--- src/rtl/seq_det_pkg.sv ---
// Shared types and default sizes for the serial sequence detector.
package seq_det_pkg;

  localparam int PAT_W_DEF = 4;
  localparam int CNT_W_DEF = 8;

  typedef enum logic [1:0] {
    S_IDLE = 2'd0,
    S_RUN  = 2'd1,
    S_DONE = 2'd2
  } state_t;

endpackage

--- src/rtl/seq_shift_cmp.sv ---
// Serial shift register with fill counter and a length-masked pattern comparator.
// hit is combinational and describes the edge about to happen: it compares the
// register contents as they will be once the current D has been shifted in.
module seq_shift_cmp #(
  parameter int PAT_W = 4,
  parameter int LEN_W = $clog2(PAT_W + 1)
) (
  input  logic             clk,
  input  logic             res_n,
  input  logic             shift_en,
  input  logic             clr,
  input  logic [LEN_W-1:0] len,
  input  logic [PAT_W-1:0] pattern,
  input  logic             overlap,
  input  logic             D,
  output logic             hit
);

  logic [PAT_W-1:0] sr;
  logic [PAT_W-1:0] sr_next;
  logic [PAT_W-1:0] mask;
  logic [LEN_W-1:0] fill;
  logic [LEN_W-1:0] fill_next;

  // Next shift-register/fill values and the masked compare on them.
  always_comb begin
    sr_next   = {sr[PAT_W-2:0], D};
    fill_next = (fill == LEN_W'(PAT_W)) ? fill : fill + 1'b1;
    mask      = '0;
    for (int i = 0; i < PAT_W; i++) begin
      mask[i] = (i < int'(len));
    end
    hit = shift_en && (fill_next >= len) && ((sr_next & mask) == (pattern & mask));
  end

  // Shift register and fill counter; a non-overlapped hit restarts the fill so no bit is reused.
  always_ff @(posedge clk or negedge res_n) begin
    if (!res_n) begin
      sr   <= '0;
      fill <= '0;
    end else if (clr) begin
      sr   <= '0;
      fill <= '0;
    end else if (shift_en) begin
      sr   <= sr_next;
      fill <= (hit && !overlap) ? '0 : fill_next;
    end
  end

endmodule

--- src/rtl/seq_det_ctrl.sv ---
// Controller for a programmable serial sequence detector: config handshake,
// IDLE/RUN/DONE scheduling, match pulse and saturating match counter.
// Config handshake: a transfer happens on a rising edge where cfg_valid && cfg_ready;
// the source keeps cfg_valid and its payload stable until that edge, and cfg_ready
// is high only while the controller is in IDLE or DONE.
module seq_det_ctrl
  import seq_det_pkg::*;
#(
  parameter int PAT_W = PAT_W_DEF,
  parameter int CNT_W = CNT_W_DEF,
  localparam int LEN_W = $clog2(PAT_W + 1)
) (
  input  logic             clk,
  input  logic             res_n,
  input  logic             cfg_valid,
  output logic             cfg_ready,
  input  logic [PAT_W-1:0] cfg_pattern,
  input  logic [LEN_W-1:0] cfg_len,
  input  logic             cfg_overlap,
  input  logic [CNT_W-1:0] cfg_target,
  input  logic             start,
  input  logic             abort,
  input  logic             D,
  output logic             match,
  output logic             busy,
  output logic             done,
  output logic [CNT_W-1:0] match_cnt,
  output logic [1:0]       state_dbg
);

  state_t           state, state_n;
  logic [PAT_W-1:0] pat_q;
  logic [LEN_W-1:0] len_q;
  logic             ovl_q;
  logic [CNT_W-1:0] tgt_q;
  logic             cfg_loaded;
  logic [CNT_W-1:0] cnt_n;
  logic [CNT_W-1:0] cnt_inc;
  logic             match_n;
  logic             accept;
  logic             go;
  logic             shift_en;
  logic             clr;
  logic             hit;
  logic [LEN_W-1:0] len_c;

  assign cfg_ready = (state == S_IDLE) || (state == S_DONE);
  assign accept    = cfg_valid && cfg_ready;
  // abort wins over start, and a config transfer on the same edge swallows start.
  assign go        = start && cfg_loaded && !accept && !abort;
  assign cnt_inc   = match_cnt + 1'b1;
  assign busy      = (state == S_RUN);
  assign done      = (state == S_DONE);
  assign state_dbg = state;

  // Out-of-range lengths are clamped to the supported 1..PAT_W window.
  always_comb begin
    len_c = cfg_len;
    if (cfg_len == '0) len_c = LEN_W'(1);
    else if (cfg_len > LEN_W'(PAT_W)) len_c = LEN_W'(PAT_W);
  end

  seq_shift_cmp #(.PAT_W(PAT_W), .LEN_W(LEN_W)) u_shift_cmp (
    .clk      (clk),
    .res_n    (res_n),
    .shift_en (shift_en),
    .clr      (clr),
    .len      (len_q),
    .pattern  (pat_q),
    .overlap  (ovl_q),
    .D        (D),
    .hit      (hit)
  );

  // Next state, shifter control, next match pulse and next count.
  always_comb begin
    state_n  = state;
    shift_en = 1'b0;
    clr      = 1'b0;
    cnt_n    = match_cnt;
    match_n  = 1'b0;
    case (state)
      S_IDLE: begin
        if (go) begin
          state_n = S_RUN;
          clr     = 1'b1;
          cnt_n   = '0;
        end
      end
      S_RUN: begin
        if (abort) begin
          state_n = S_IDLE;
        end else begin
          shift_en = 1'b1;
          if (hit) begin
            match_n = 1'b1;
            cnt_n   = (&match_cnt) ? match_cnt : cnt_inc;
            if ((tgt_q != '0) && (cnt_inc == tgt_q)) state_n = S_DONE;
          end
        end
      end
      S_DONE: begin
        if (abort) begin
          state_n = S_IDLE;
        end else if (go) begin
          state_n = S_RUN;
          clr     = 1'b1;
          cnt_n   = '0;
        end
      end
      default: state_n = S_IDLE;
    endcase
  end

  // State, counter and match pulse registers.
  always_ff @(posedge clk or negedge res_n) begin
    if (!res_n) begin
      state     <= S_IDLE;
      match_cnt <= '0;
      match     <= 1'b0;
    end else begin
      state     <= state_n;
      match_cnt <= cnt_n;
      match     <= match_n;
    end
  end

  // Config registers, loaded on an accepted handshake.
  always_ff @(posedge clk or negedge res_n) begin
    if (!res_n) begin
      pat_q      <= '0;
      len_q      <= LEN_W'(1);
      ovl_q      <= 1'b0;
      tgt_q      <= '0;
      cfg_loaded <= 1'b0;
    end else if (accept) begin
      pat_q      <= cfg_pattern;
      len_q      <= len_c;
      ovl_q      <= cfg_overlap;
      tgt_q      <= cfg_target;
      cfg_loaded <= 1'b1;
    end
  end

endmodule

--- config.mk ---
export PLATFORM = sky130hd
export DESIGN_NAME = seq_det_ctrl
export DESIGN_NICKNAME = d
export VERILOG_FILES = /design/src/rtl/seq_det_pkg.sv /design/src/rtl/seq_shift_cmp.sv /design/src/rtl/seq_det_ctrl.sv
export SDC_FILE = /design/constraint.sdc
export NUM_CORES = 1
export LEC_CHECK = 0
export ABC_AREA = 1
export BUFFER_PORTS_ARGS = -buffer_cell sky130_fd_sc_hd__buf_2
export CAP_MARGIN = 20
export CORE_MARGIN = 1.5
export CORE_UTILIZATION = 45
export CTS_CLUSTER_SIZE = 24
export DETAILED_ROUTE_END_ITERATION = 16
export PLACE_DENSITY = 0.75
export SYNTH_ARGS = -nofsm -noshare
export SYNTH_HDL_FRONTEND = slang
export SYNTH_HIERARCHICAL = 1
export SYNTH_SLANG_ARGS = --single-unit
--- constraint.sdc ---
create_clock -name clk -period 2.6 [get_ports clk]
set_input_delay 0.52 -clock clk [delete_from_list [all_inputs] [get_ports clk]]
set_output_delay 0.52 -clock clk [all_outputs]
set_load 0.1 [all_outputs]
# Word level (Yosys, flattened, before mapping)
# Cells that the tools add are included.
[word_totals] ff_bits=34 latch_bits=0 mem_bits_rw=0 romBits=0 input_bits=22 word_cells=79 n_memories=0
[classes] n_addsub=2 n_mul=0 n_div=0 n_lt_le_gt_ge=6 n_eq_ne=11 shifts=0 n_mux=28 bitwise=2 n_reduce_logical=20
[ops] operator="$mux W8" n=5
[ops] operator="$mux W3" n=8
[ops] operator="$pmux W8 S3" n=1
[ops] operator="$mux W2" n=5
[ops] operator="$add A8 B1 Y8 const B" n=1
[ops] operator="$and A4 B4 Y4" n=2
[ops] operator="$eq A8 B8 Y1" n=1
[ops] operator="$logic_and A1 B1 Y1" n=8
[ops] operator="$reduce_and A8 Y1" n=1
[ops] operator="$reduce_bool A8 Y1" n=1
[ops] operator="$mux W1" n=7
[ops] operator="$lt A1 B3 Y1 const A" n=2
[ops] operator="$lt A2 B3 Y1 const A" n=2
[ops] operator="$ne A2 B2 Y1 const B" n=3
[ops] operator="$ne A3 B2 Y1 const B" n=2
[ops] operator="$pmux W2 S3" n=1
[ops] operator="$reduce_and A5 Y1" n=1
[ops] operator="$eq A4 B4 Y1" n=1
[ops] operator="$add A3 B1 Y3 const B" n=1
[ops] operator="$eq A3 B3 Y1 const B" n=1
[ops] operator="$ge A3 B3 Y1" n=1
[ops] operator="$gt A3 B3 Y1 const B" n=1
[ops] operator="$logic_not A1 Y1" n=3
[ops] operator="$logic_not A3 Y1" n=1
[ops] operator="9 further kinds" n=9

# Longest topological paths before layout
[logic_depth] depth_word=10 mapped_depth=19 depth_no_buf=19

# By module
# Netlist, hierarchy kept.
[by_module_without_submodules] mod="seq_det_ctrl" n_inst=1 cells_each=198 area_per_inst_um2=1482.7
[by_module_without_submodules] mod="seq_shift_cmp" n_inst=1 cells_each=86 area_per_inst_um2=539.3

# Worst setup path before layout
# No wires, ideal clock.
[synth_timing] path_kind="register to register" start="register state[0] (netlist: state_dbg[0])" end="register state[0] (netlist: state_dbg[0])" setup_time_ps=124 arrival_ps=4201 required_time_ps=2476 path_slack_ps=-1725 stages_incl_launch_ff=14 period_less_slack_ps=4325 path_cell_list="dfrtp_1 -> inv_1 -> nor2_2 -> nand2_1 -> inv_1 -> inv_1 -> nor4_1 -> nand3_1 -> nor2_1 -> nand3_1 -> nor2_2 -> nand3_2 -> nand2_1 -> nand2_1"
[synth_via] elab_chain_cells=9 elab_cells_between_ends=17 cone_classes="eq/ne (4); mux (4); reduce/logical (9)"
[synth_rtl] item="start: declaration" line_no="seq_det_ctrl.sv:31" text="state_t state, state_n;"
[synth_rtl] item="start signal: assignment" line_no="seq_det_ctrl.sv:122" text="state <= state_n;"
[synth_rtl] item="$eq A2 B2 Y1 or $logic_not A2 Y1 (tied branches)" line_no="seq_det_ctrl.sv:47" text="assign cfg_ready = (state == S_IDLE) || (state == S_DONE);"
[synth_rtl] item="$logic_or A1 B1 Y1 *" line_no="seq_det_ctrl.sv:47"
[synth_rtl] item="net cfg_ready" line_no="seq_det_ctrl.sv:16" text="output logic cfg_ready,"
[synth_rtl] item="$logic_and A1 B1 Y1 *" line_no="seq_det_ctrl.sv:48" text="assign accept = cfg_valid && cfg_ready;"
[synth_rtl] item="$logic_not A1 Y1 *" line_no="seq_det_ctrl.sv:50" text="assign go = start && cfg_loaded && !accept && !abort;"
[synth_rtl] item="$logic_and A1 B1 Y1 * (2 in series)" line_no="seq_det_ctrl.sv:50"
[synth_rtl] item="$mux W2 *"
[synth_rtl] item="$mux W2"
[synth_rtl] item="$pmux W2 S3 *" line_no="seq_det_ctrl.sv:82" text="case (state)"
# Mark *: on every way through the listed nets, which the timed path passes. The rest lies on a longest branch.
# A chain may end at the register's enable or synchronous reset.

# Final worst setup path
[layout_timing] start="register u_shift_cmp.fill[0]" end="register state[0] (netlist: state_dbg[0])"
[layout_via] elab_chain_cells=7 elab_cells_between_ends=8 cone_classes="add/sub (1); order compare (1); eq/ne (2); mux (1); reduce/logical (3)"
[layout_rtl] item="start: declaration" line_no="seq_shift_cmp.sv:22" text="logic [LEN_W-1:0] fill;"
[layout_rtl] item="start signal: assignment" line_no="seq_shift_cmp.sv:46" text="fill <= (hit && !overlap) ? '0 : fill_next;"
[layout_rtl] item="$add A3 B1 Y3 or $eq A3 B3 Y1 (tied branches)" line_no="seq_shift_cmp.sv:28" text="fill_next = (fill == LEN_W'(PAT_W)) ? fill : fill + 1'b1;"
[layout_rtl] item="$mux W3 *" line_no="seq_shift_cmp.sv:28"
[layout_rtl] item="$ge A3 B3 Y1 *" line_no="seq_shift_cmp.sv:33" text="hit = shift_en && (fill_next >= len) && ((sr_next & mask) == (pattern & mask));"
[layout_rtl] item="$logic_and A1 B1 Y1 * (2 in series)" line_no="seq_shift_cmp.sv:33"
[layout_rtl] item="net hit" line_no="seq_det_ctrl.sv:44" text="logic hit;"
[layout_rtl] item="$ne A3 B2 Y1 (no source line) *"
[layout_rtl] item="$reduce_and A2 Y1 (no source line) *"
# Marks and branches as above.

==> metrics.csv <==
stage,metric,value,unit
run_status,status,completed,
yosys,multiplexer area fraction after synthesis,0,%
yosys,Synth top cells by count,"nand2_1 (100), inv_1 (46), dfrtp_1 (33)",
clocking,total CTS buffers,5,
floorplan,die area,0.00490,sq mm
global_routing,GRT Total Usage,17.8,%
final_layout,net count reported at finish,354,
critical_path,worst-path fanout max,4,
floorplan,num rows,24,
clocking,CTS tree,yes,
yosys,sequential share of the synthesized area,42.1,%
yosys,largest family of logic cells by synthesized area,simple AND/OR/NAND/NOR gates,
sta,Final min period,2.31,ns
clocking,Post-CTS Setup Inserts,0,
place,pre-CTS setup slack,0.150,ns
yosys,synth warn,6,
detailed_routing,vias,1771,
hold_path,Hold WC Path Type,input port to asynchronous set/reset pin,
yosys,Synth Instances,284,
final_layout,fillcell total,409,
final_layout,diodes inserted,0,
sta,RSZ-0062 raised after global routing,false,
yosys,synthesized area,0.00202,sq mm
critical_path,Crit. End Element,flip-flop,
yosys,syn_area_per_cell,7.12,sq um
place,hpwl dp,3070,um
detailed_routing,vias per cell,4.67,
final_layout,final core occ,55.6,%
flow_run,max-cap violations,0,
sta,Final Worst Setup Slack,0.292,ns
yosys,Synthesized Nets,312,
clocking,# hold bufs at CTS,0,
detailed_routing,DRT iter0 DRCs,74,
place,I/O Buffers,35,
yosys,simple-gate share of the synthesized area,35.2,%
clocking,Clock transition at path regs,0.07,ns
yosys,Synth top area share,40.8,%
yosys,Synth Register Bits,34,
sta,Slew @ Worst Pin,0.730,ns
power_and_ir_drop,static leakage,1.29,nW
critical_path,Worst setup SP type,flip-flop,
yosys,Synth Area in XOR/XNOR,0.433,%
final_layout,share of layout cells above drive strength 1,24.2,%
place,gp weighted congestion,0.806,
clocking,Worst-Skew Late Latency,0.29,ns
global_routing,Overflow after GRT,0,
clocking,post-CTS sizing,0,
global_routing,first-pass GRT wire length,7030,um
clocking,Root Buffer,clkbuf_8,
yosys,cell taking the most area after synthesis,dfrtp_1,
sta,Setup-failing EPs final,0,
floorplan,I/O pin count,36,
critical_path,slowest CP cell,dfrtp_1,
sta,Setup Skew,0.00815,ns
critical_path,Worst EP required,2.77,ns
sta,Slew HR,51.3,%
yosys,Yosys cell types,27,
clocking,H-tree Lvls,2,
final_layout,register area,856,sq um
detailed_routing,remaining antenna violation count,0,
clocking,Clock Sinks,34,
yosys,most common cell in the netlist,nand2_1,
floorplan,initial core utilization,46.8,%
sta,Slew Limit Fails,0,
power_and_ir_drop,pwr/cell area,689,mW/mm^2
yosys,Compound-Gate Fraction of Synth Area,9.34,%
detailed_routing,Avg WL per Cell,10.4,um
floorplan,core region area,0.00432,sq mm
global_routing,initial antenna violation count,0,
detailed_routing,DR pass1 iterations,5,
final_layout,Layout Area Growth over Synthesis,18.9,%
critical_path,"Top cell by count, worst path",nand2_1,
floorplan,die height,70.0,um
floorplan,die width,70.0,um
global_routing,vias in the first global route,1620,
critical_path,Crit Path Class,flip-flop to flip-flop,
yosys,"Primary FF master, synth",dfrtp_1,
critical_path,CP Cell Sequence,"inv_2, ha_2, nand2_2, xor2_1, ha_1, inv_1, nand2_1, nand2_1, nand2_1, nand2_2, nor4_4, nand3_1, nor2_1, nand3_1, nor2_2, nand3_2, nand2_1, nand2_1",
critical_path,Max stage delay on crit path,0.40,ns
power_and_ir_drop,Worst VDD drop,0.330,mV
yosys,dominant cells by area after synthesis,"dfrtp_1 (41%), nand2_1 (19%), inv_1 (8.5%), o21ai_0 (5.0%), nand3_1 (4.5%)",
place,cell total after placement,371,
final_layout,Layout Cells excl Fill,379,
sta,fmax,433,MHz
clocking,Clock Path Buffers,2,
final_layout,multi-input logic area,0.00102,sq mm
sta,Final Hold Fails,0,
global_routing,largest net degree at the start of global routing,35,
sta,fin crit share,88.8,%
detailed_routing,Total Wirelength,3960,um
yosys,asr flop ratio synth,100,%
detailed_routing,drt drc,0,
critical_path,CP Data Arrival Time,2.48,ns
yosys,"EDFF count, synth",0,
yosys,adder-cell share of the synthesized area,3.71,%
cells in the final DEF (no fill, tap or decap), drive strengths merged:
cell type	count
a21oi	3
a22o	1
a31oi	1
buf	37
clkbuf	6
clkinv	2
clkinvlp	2
dfrtp	33
dfstp	1
ha	6
inv	45
nand2	106
nand3	22
nand4	1
nor2	30
nor4	1
o21ai	24
o21bai	2
o22ai	2
or2	1
xor2	1
critical path, delay by kind of cell (launching register included):
family | cells | cell delay [ns]
xor+xnor | 1 | 0.17
fa+ha+maj | 2 | 0.45
buf+inv | 2 | 0.11
flops | 1 | 0.40
simple gates | 13 | 1.06
registers in the layout, indices dropped and copies added, names as in the netlist:
name              count
match_cnt             8
tgt_q                 8
pat_q                 4
len_q                 3
u_shift_cmp/fill      3
u_shift_cmp/sr        3
state_dbg             2
cfg_loaded            1
match                 1
ovl_q                 1
area by class of cell:
class	count	area share, %
Inverter	47	7.55
Clock buffer	6	3.44
Tap cell	52	2.71
Clock inverter	2	0.521
Sequential cell	34	35.6
Multi-Input combinational cell	201	42.3
Timing Repair Buffer	37	7.91
where the power goes:
| part | internal [mW] | switching [mW] |
|---|---|---|
| registers | 0.606 | 0.0696 |
| clock network | 0.213 | 0.194 |
| logic | 0.178 | 0.395 |
final timing paths:
check / start / to / slack (ns) / cells past startpoint
min: res_n / tgt_q[7]$_DFFE_PN0P_ / 0.29 / 1
min reg2reg: cfg_loaded$_DFFE_PN0P_ / cfg_loaded$_DFFE_PN0P_ / 0.47 / 1
max in group asynchronous: res_n / state_dbg[0]$_DFFE_PN0P_ / 1.77 / 1
min in group clk: cfg_pattern[0] / pat_q[0]$_DFFE_PN0P_ / 0.43 / 3
max: u_shift_cmp/fill[0]$_DFFE_PN0P_ / state_dbg[0]$_DFFE_PN0P_ / 0.29 / 18
max reg2reg: u_shift_cmp/fill[0]$_DFFE_PN0P_ / state_dbg[0]$_DFFE_PN0P_ / 0.29 / 18
kinds of logic (layout without fill, tap and decap cells):
group                      count (synthesis)  in the layout
AOI/OAI and AO/OA                         33             33
xor gates and xnor gates                   1              1
adders and majority gates                  6              6
buffers and inverters                     49             92
DFF                                       34             34
and+or+nand+nor                          161            161
stage by stage:
stage	hold slack [ns]	power, mW	instance area, sq um	TNS, ns
global placement	0.454	1.23	2300	0
global route	0.350	1.77	2400	0
CTS	0.316	1.65	2390	0
floorplan	0.224	1.12	2050	-4.07
detailed placement	0.456	1.24	2300	0
finish	0.290	1.66	2400	0
metal layers:
layer | vias up | GRT usage, % | part of all wire, %
met1 | 758 | 26.0 | 53
met4 | 0 | 6.41 | 1.4
met3 | 5 | 3.03 | 4.1
met2 | 43 | 26.6 | 42
li1 | 965 | - | -
met5 | - | 0 | 0
(Power assumes the default switching activity.)
